File: src/rtl/pipe_hazard_ctrl.sv
// Hazard and stall controller for the five-stage RV32I pipeline.
// Drives bubble/flush pairs for PC, IF/ID, ID/EX, EX/MEM and MEM/WB,
// tracks data-memory misses with a bounded wait, and keeps saturating
// stall/redirect counters plus a sticky miss-timeout flag.
//
//   state         | meaning
//   --------------+--------------------------------------------------
//   ST_RUN        | normal flow; a new miss stalls from its first cycle
//   ST_MISS_WAIT  | waiting for miss_ack; whole front end frozen, WB flushed
module pipe_hazard_ctrl #(
  parameter int MAX_WAIT = 64,
  parameter int CNT_W    = 32
) (
  input  logic             clk,
  input  logic             rst_n,
  input  logic [4:0]       reg1_srcD,
  input  logic [4:0]       reg2_srcD,
  input  logic [4:0]       reg_dstE,
  input  logic             load_E,
  input  logic             br_E,
  input  logic             jalr_E,
  input  logic             jal_D,
  input  logic             miss_req,
  input  logic             miss_ack,
  output logic             bubbleF,
  output logic             flushF,
  output logic             bubbleD,
  output logic             flushD,
  output logic             bubbleE,
  output logic             flushE,
  output logic             bubbleM,
  output logic             flushM,
  output logic             bubbleW,
  output logic             flushW,
  output logic             miss_timeout,
  output logic [CNT_W-1:0] stall_cycles,
  output logic [CNT_W-1:0] flush_events
);

  localparam int WCNT_W = $clog2(MAX_WAIT + 1);

  typedef enum logic {
    ST_RUN,
    ST_MISS_WAIT
  } state_t;

  state_t              state_q, state_d;
  logic [WCNT_W-1:0]   wcnt_q, wcnt_d;
  logic                timeout_q, timeout_d;
  logic [CNT_W-1:0]    stall_q, stall_d;
  logic [CNT_W-1:0]    flush_q, flush_d;

  logic miss_active;
  logic load_use;
  logic redirect;
  logic jal_flush;

  // Hazard conditions, already qualified by the priority order.
  always_comb begin
    load_use    = load_E && (reg_dstE != 5'd0) &&
                  ((reg_dstE == reg1_srcD) || (reg_dstE == reg2_srcD));
    miss_active = (state_q == ST_MISS_WAIT) ||
                  ((state_q == ST_RUN) && miss_req && !miss_ack);
    redirect    = rst_n && !miss_active && (br_E || jalr_E);
    jal_flush   = rst_n && !miss_active && !(br_E || jalr_E) && !load_use && jal_D;
  end

  // Mealy bubble/flush outputs so control acts on the same posedge.
  always_comb begin
    bubbleF = 1'b0; flushF = 1'b0;
    bubbleD = 1'b0; flushD = 1'b0;
    bubbleE = 1'b0; flushE = 1'b0;
    bubbleM = 1'b0; flushM = 1'b0;
    bubbleW = 1'b0; flushW = 1'b0;
    if (!rst_n) begin
      flushF = 1'b1; flushD = 1'b1; flushE = 1'b1; flushM = 1'b1; flushW = 1'b1;
    end else if (miss_active) begin
      // Freeze everything up to MEM; WB gets a bubble instead of a stale result.
      bubbleF = 1'b1; bubbleD = 1'b1; bubbleE = 1'b1; bubbleM = 1'b1;
      flushW  = 1'b1;
    end else if (br_E || jalr_E) begin
      // Redirect squashes the wrong-path instructions; any load-use is moot.
      flushD = 1'b1; flushE = 1'b1;
    end else if (load_use) begin
      bubbleF = 1'b1; bubbleD = 1'b1; flushE = 1'b1;
    end else if (jal_D) begin
      flushD = 1'b1;
    end
  end

  // Miss-wait FSM, sticky timeout and saturating counters.
  always_comb begin
    state_d   = state_q;
    wcnt_d    = wcnt_q;
    timeout_d = timeout_q;
    stall_d   = stall_q;
    flush_d   = flush_q;
    case (state_q)
      ST_RUN: begin
        if (miss_req && !miss_ack) begin
          state_d = ST_MISS_WAIT;
          wcnt_d  = WCNT_W'(1);
        end
      end
      ST_MISS_WAIT: begin
        if (miss_ack) begin
          state_d = ST_RUN;
          wcnt_d  = '0;
        end else if (wcnt_q == WCNT_W'(MAX_WAIT)) begin
          // Forced release so a hung memory cannot deadlock the core.
          timeout_d = 1'b1;
          state_d   = ST_RUN;
          wcnt_d    = '0;
        end else begin
          wcnt_d = wcnt_q + WCNT_W'(1);
        end
      end
      default: begin
        state_d = ST_RUN;
        wcnt_d  = '0;
      end
    endcase
    if (bubbleF && (stall_q != {CNT_W{1'b1}})) begin
      stall_d = stall_q + CNT_W'(1);
    end
    if ((redirect || jal_flush) && (flush_q != {CNT_W{1'b1}})) begin
      flush_d = flush_q + CNT_W'(1);
    end
  end

  // State register with synchronous active-low reset.
  always_ff @(posedge clk) begin
    if (!rst_n) begin
      state_q   <= ST_RUN;
      wcnt_q    <= '0;
      timeout_q <= 1'b0;
      stall_q   <= '0;
      flush_q   <= '0;
    end else begin
      state_q   <= state_d;
      wcnt_q    <= wcnt_d;
      timeout_q <= timeout_d;
      stall_q   <= stall_d;
      flush_q   <= flush_d;
    end
  end

  assign miss_timeout = timeout_q;
  assign stall_cycles = stall_q;
  assign flush_events = flush_q;

endmodule

File: config.mk
export PLATFORM = sky130hd
export DESIGN_NAME = pipe_hazard_ctrl
export DESIGN_NICKNAME = d
export VERILOG_FILES = /design/src/rtl/pipe_hazard_ctrl.sv
export SDC_FILE = /design/constraint.sdc
export NUM_CORES = 1
export LEC_CHECK = 0
export ABC_AREA = 1
export BUFFER_PORTS_ARGS = -buffer_cell sky130_fd_sc_hd__buf_2
export CORE_MARGIN = 2
export CORE_UTILIZATION = 51
export DETAILED_ROUTE_END_ITERATION = 10
export PLACE_DENSITY = 0.78
export SETUP_SLACK_MARGIN = 0.2
export SYNTH_ARGS = -nofsm -noshare
export SYNTH_HDL_FRONTEND = slang
export SYNTH_SLANG_ARGS = --single-unit
File: constraint.sdc
create_clock -name clk -period 1.65 [get_ports clk]
set_input_delay 0.165 -clock clk [delete_from_list [all_inputs] [get_ports clk]]
set_output_delay 0.165 -clock clk [all_outputs]
set_load 0.005 [all_outputs]
-- After elaboration in Yosys (flattened, before gate mapping)
Cells that the tools add are included.
- register bits after elaboration: 73
- word-level logic and storage cells: 62
- output and inout bits: 75
- muxes and demuxes: 24
- eq/ne operators: 6
- reductions and logical operators: 22
- bitwise logic cells: 2
- $add $sub $neg: 3
- operators with widths (operator ; number):
    $add A32 B1 Y32 const B ; 2
    $ne A32 B32 Y1 const B ; 2
    $mux W7 ; 3
    $mux W1 ; 19
    $pmux W7 S2 ; 1
    $logic_and A1 B1 Y1 ; 12
    $eq A5 B5 Y1 ; 2
    $add A7 B1 Y7 const B ; 1
    $eq A7 B7 Y1 const B ; 1
    $reduce_bool A5 Y1 ; 1
    $logic_not A1 Y1 ; 4
    $logic_or A1 B1 Y1 ; 4
    $reduce_and A3 Y1 ; 1
    $ne A2 B1 Y1 const B ; 1
    $not A1 Y1 ; 2
    $pmux W1 S2 ; 1

-- Depth between registers and ports, before layout
- word-level depth: 11
- depth in mapped cells: 14
- depth with buffers taken out: 13

-- Worst setup path after synthesis
No wires, ideal clock.
- path kind: register to register
- from: register flush_q[0], in the netlist flush_events[0]
- to: register flush_q[17], in the netlist flush_events[17]
- cell stages (with the launch flop): 12
- data required time: 1535 ps
- clock period less this slack: 1776 ps
- arrival: 1661 ps
- path buffers: 1
- setup time: 115 ps
- slack: -126 ps
- path through: dfxtp_1 ha_1 nand3_2 nor2_4 nand3b_4 nor2_4 nand4_4 buf_6 nand2_2 inv_2 a21oi_1 nor2_1
- word-level cells in the longest chain between the ends: 2
- ends and longest elaborated chain (element ; line ; source):
    start: declaration ; 51 ; logic [CNT_W-1:0] flush_q, flush_d;
    start signal: assignment ; 144 ; flush_q <= flush_d;
    branches (longest 2 deep; another with $add A32 B1 Y32) ; n/a ;
Several ways; the timed one is not identified.
A chain may end at the register's enable or synchronous reset.

-- Worst setup path in the final report
- from: register flush_q[1], in the netlist flush_events[1]
- to: register flush_q[3], in the netlist flush_events[3]
Same word-level chain as after synthesis.

==> results.py <==
metrics = {
    "floorplanning": {
        "initial_core_util_pct": 52.7,
        "die_y_um": 102,
        "io_pins": 98,
        "rows": 35,
        "die_area_um2": 10400,
        "coreArea_um2": 9240,
        "die_x_um": 102,
    },
    "sta": {
        "finalCritPeriodShare_pct": 121,
        "hold_viol_final": 0,
        "rsz0062_at_grt": "true",
        "timing.final.ws_setup_ns": -0.342,
        "worst-slew-pin-transition_ns": 0.521,
        "fin_crit_ns": 1.99,
        "setup_violations": 65,
        "finClkSkew_ns": 0.0101,
        "fmax_mhz": 502,
        "drv_slew": 0,
        "relSlewSlack_pct": 65.3,
    },
    "route": {
        "wirelength_um": 24000,
        "drt_iter0_drc": 663,
        "post-route-drc-count": 0,
        "viasPerCell": 6.22,
        "wl_per_cell_um": 21.2,
        "firstDrtPassIters": 6,
        "vias": 7036,
        "ant_nets": 0,
    },
    "clock_tree": {
        "cts_sinks": 73,
        "clock_latency_ns": 0.37,
        "clock_path_buffers": 2,
        "cts_tree": "built",
        "cts-root-buf": "clkbuf_8",
        "htree_levels": 3,
        "clk_pin_slew_ns": 0.09,
        "cts_buffers": 9,
    },
    "setup_path": {
        "crit_path_end_kind": "register",
        "crit_type": "reg -> reg",
        "r2r_cells": 13,
        "critPathCapture": "flush_events[3]",
        "r2r_start": "flush_events[1]",
        "cp.arrival_ns": 2.29,
        "required_ns": 1.95,
        "worstSetupStartpointType": "register",
        "cp_max_fo": 5,
        "rrSetupSlack_ns": -0.34,
        "worstSetupStartpoint": "flush_events[1]",
        "reg2reg_to": "flush_events[3]",
    },
    "power": {
        "pwr-share-seq_pct": 41.3,
        "p_switching_w": 0.00123,
        "p_clk_share_pct": 42.7,
        "intPower_w": 0.00314,
        "p_leak_nw": 3.72,
        "irDropWorstVdd_uv": 473,
        "comb_power_share_pct": 15.9,
        "power_density_nw_per_um2": 525,
        "swShare_pct": 28.1,
    },
    "job": {
        "maxCapViolCount": 0,
    },
    "layout": {
        "num-fill-cells": 389,
        "design_area_um2": 8320,
        "num_antenna_cells": 0,
        "area_delta_synth_final_pct": 70.6,
        "utilization_pct": 90.0,
        "fin_cells": 1132,
        "layout.nets": 1025,
        "layout-drive-gt1-share_pct": 54.7,
    },
    "global_routing": {
        "grt_pass1_vias": 6153,
        "antenna_found_initial": 0,
        "grt_overflow": 0,
        "grt_pass1_wl_um": 29000,
        "grt_max_degree": 46,
        "track_usage_pct": 35.2,
    },
    "yosys": {
        "syn_area_um2": 4870,
        "ys_async_sr_fraction_pct": 0,
        "synth-seq-area-share_pct": 30.0,
        "synth_ff_type": "dfxtp_1",
        "synth_edf_count": 0,
        "synth-warning-count": 0,
        "syn_inst": 757,
        "ys_ff_latch": 73,
        "syn_nets": 784,
        "synth_cell_type_count": 38,
        "avgSynthCellArea_um2": 6.44,
    },
    "run_status": {
        "run_status": "complete, but fails checks",
        "violations": "setup timing",
    },
    "place": {
        "dp_worst_setup_slack_ns": -0.180,
        "place_inst": 1052,
        "routabilityCongestion": 0.945,
        "dp_hpwl_um": 11000,
        "dpl_cell_area_um2": 6380,
        "io_buffers": 96,
    },
    "min_path": {
        "hold_path_class": "in -> reg",
    },
}
layout by cell type (no fill, tap or decap), types with 18 or more instances in the layout:
| cell type | instances |
|---|---|
| nand2_1 | 175 |
| buf_4 | 123 |
| buf_2 | 94 |
| nor2_1 | 79 |
| a21oi_2 | 48 |
| dfxtp_1 | 47 |
| inv_1 | 44 |
| nand3_2 | 38 |
| nand3_1 | 26 |
| nand2_2 | 26 |
| buf_6 | 24 |
| nand3_4 | 23 |
| inv_2 | 20 |
| nor2_2 | 20 |
| dfxtp_2 | 18 |
cell type report:
class | count | area [µm²] | area share, %
clock buffers | 13 | 190 | 2.29
clock inverters | 3 | 67.6 | 0.813
inverters | 75 | 313 | 3.76
multi-input cells | 581 | 4030 | 48.5
flip-flops and latches | 73 | 1510 | 18.2
well taps | 129 | 161 | 1.94
repair buffers | 258 | 2040 | 24.5
critical path, stage by stage (launching register included):
cell and delay (ns):
dfxtp_4 0.37, ha_4 0.15, nand3_4 0.10, nor2_4 0.17, nand3b_4 0.10, nor2_4 0.16, nand4_4 0.16, buf_12 0.20
buf_12 0.14, nand2_4 0.06, inv_4 0.04, nand3_2 0.07, nand2_2 0.06, nor2_2 0.14
metal layers:
| layer | GRT usage [%] | share of wire (%) | up-vias |
|---|---|---|---|
| met3 | 5.52 | 9.5 | 218 |
| met4 | 18.8 | 8.7 | 0 |
| met2 | 61.8 | 48 | 615 |
| met5 | 0 | 0 | - |
| li1 | - | - | 2925 |
| met1 | 41.0 | 34 | 3278 |
cell usage after synthesis, types with 4 or more instances:
| cell | count | area share [%] |
|---|---|---|
| nand2_1 | 202 | 16 |
| nand3_2 | 16 | 3.3 |
| ha_1 | 4 | 1.0 |
| nor2_1 | 106 | 8.2 |
| inv_1 | 57 | 4.4 |
| nand3b_1 | 6 | 0.92 |
| nor3_1 | 16 | 1.6 |
| xnor2_1 | 12 | 2.2 |
| nor3_2 | 4 | 0.82 |
| inv_2 | 16 | 1.2 |
| nand4_1 | 16 | 2.1 |
| buf_2 | 9 | 0.92 |
| xor2_1 | 18 | 3.2 |
| dfxtp_1 | 73 | 30 |
| buf_6 | 7 | 1.6 |
| a21oi_1 | 65 | 6.7 |
| buf_4 | 8 | 1.2 |
| nand2_2 | 13 | 1.7 |
| nor2_2 | 5 | 0.64 |
| nand3_1 | 71 | 7.3 |
| nor3b_1 | 5 | 0.77 |
power groups by stage:
stage          sequential [W]  combinational (W)  clock (W)
6_report              0.00180           0.000696    0.00187
5_1_grt               0.00181           0.000725    0.00192
4_1_cts               0.00180           0.000535    0.00181
3_5_place_dp          0.00185           0.000439          0
3_3_place_gp          0.00185           0.000422          0
2_1_floorplan         0.00185           0.000268          0
metrics by stage:
step	setup TNS (ns)	hold WS [ns]	total power (W)
6_report	-13.92	0.120	0.00437
5_1_grt	-16.88	0.133	0.00445
4_1_cts	-3.21	0.119	0.00414
3_5_place_dp	-5.63	0.463	0.00229
3_3_place_gp	-1.58	0.457	0.00227
2_1_floorplan	-0.197	0.353	0.00212
worst min path at each step:
stage                       startpoint            to  slack [ns]  cells after the start
after global routing          miss_req     wcnt_q[0]        0.13                      3
final                         miss_req     wcnt_q[0]        0.12                      3
after CTS                     miss_req       state_q        0.12                      3
after floorplan               miss_req       state_q        0.35                      2
after global placement    miss_timeout  miss_timeout        0.46                      2
after detailed placement  miss_timeout  miss_timeout        0.46                      2
registers in the layout, summed over array words and instances, names as in the netlist:
name / flops
flush_events: 32
miss_timeout: 1
stall_cycles: 32
state_q: 1
wcnt_q: 7
repair_timing:
item | in CTS | in global routing
gates cloned | 4 | 1
resized for setup | 128 | 144
endpoints found under the setup margin | 75 | 74
hold buffers | 0 | 0
setup buffers | 31 | 28
pin swaps | 57 | 64
cells by family after synthesis:
group | count (synthesis) | share of synthesized area [%]
flip-flops | 73 | 30.0
XOR/XNOR | 30 | 5.39
AO/OA/AOI/OAI | 74 | 7.83
other | 1 | 0.0769
buffers and inverters | 103 | 9.86
AND/OR/NAND/NOR | 472 | 45.8
adder cells (fa/ha/maj) | 4 | 1.03
No activity file was read; power rests on OpenSTA's default activity.
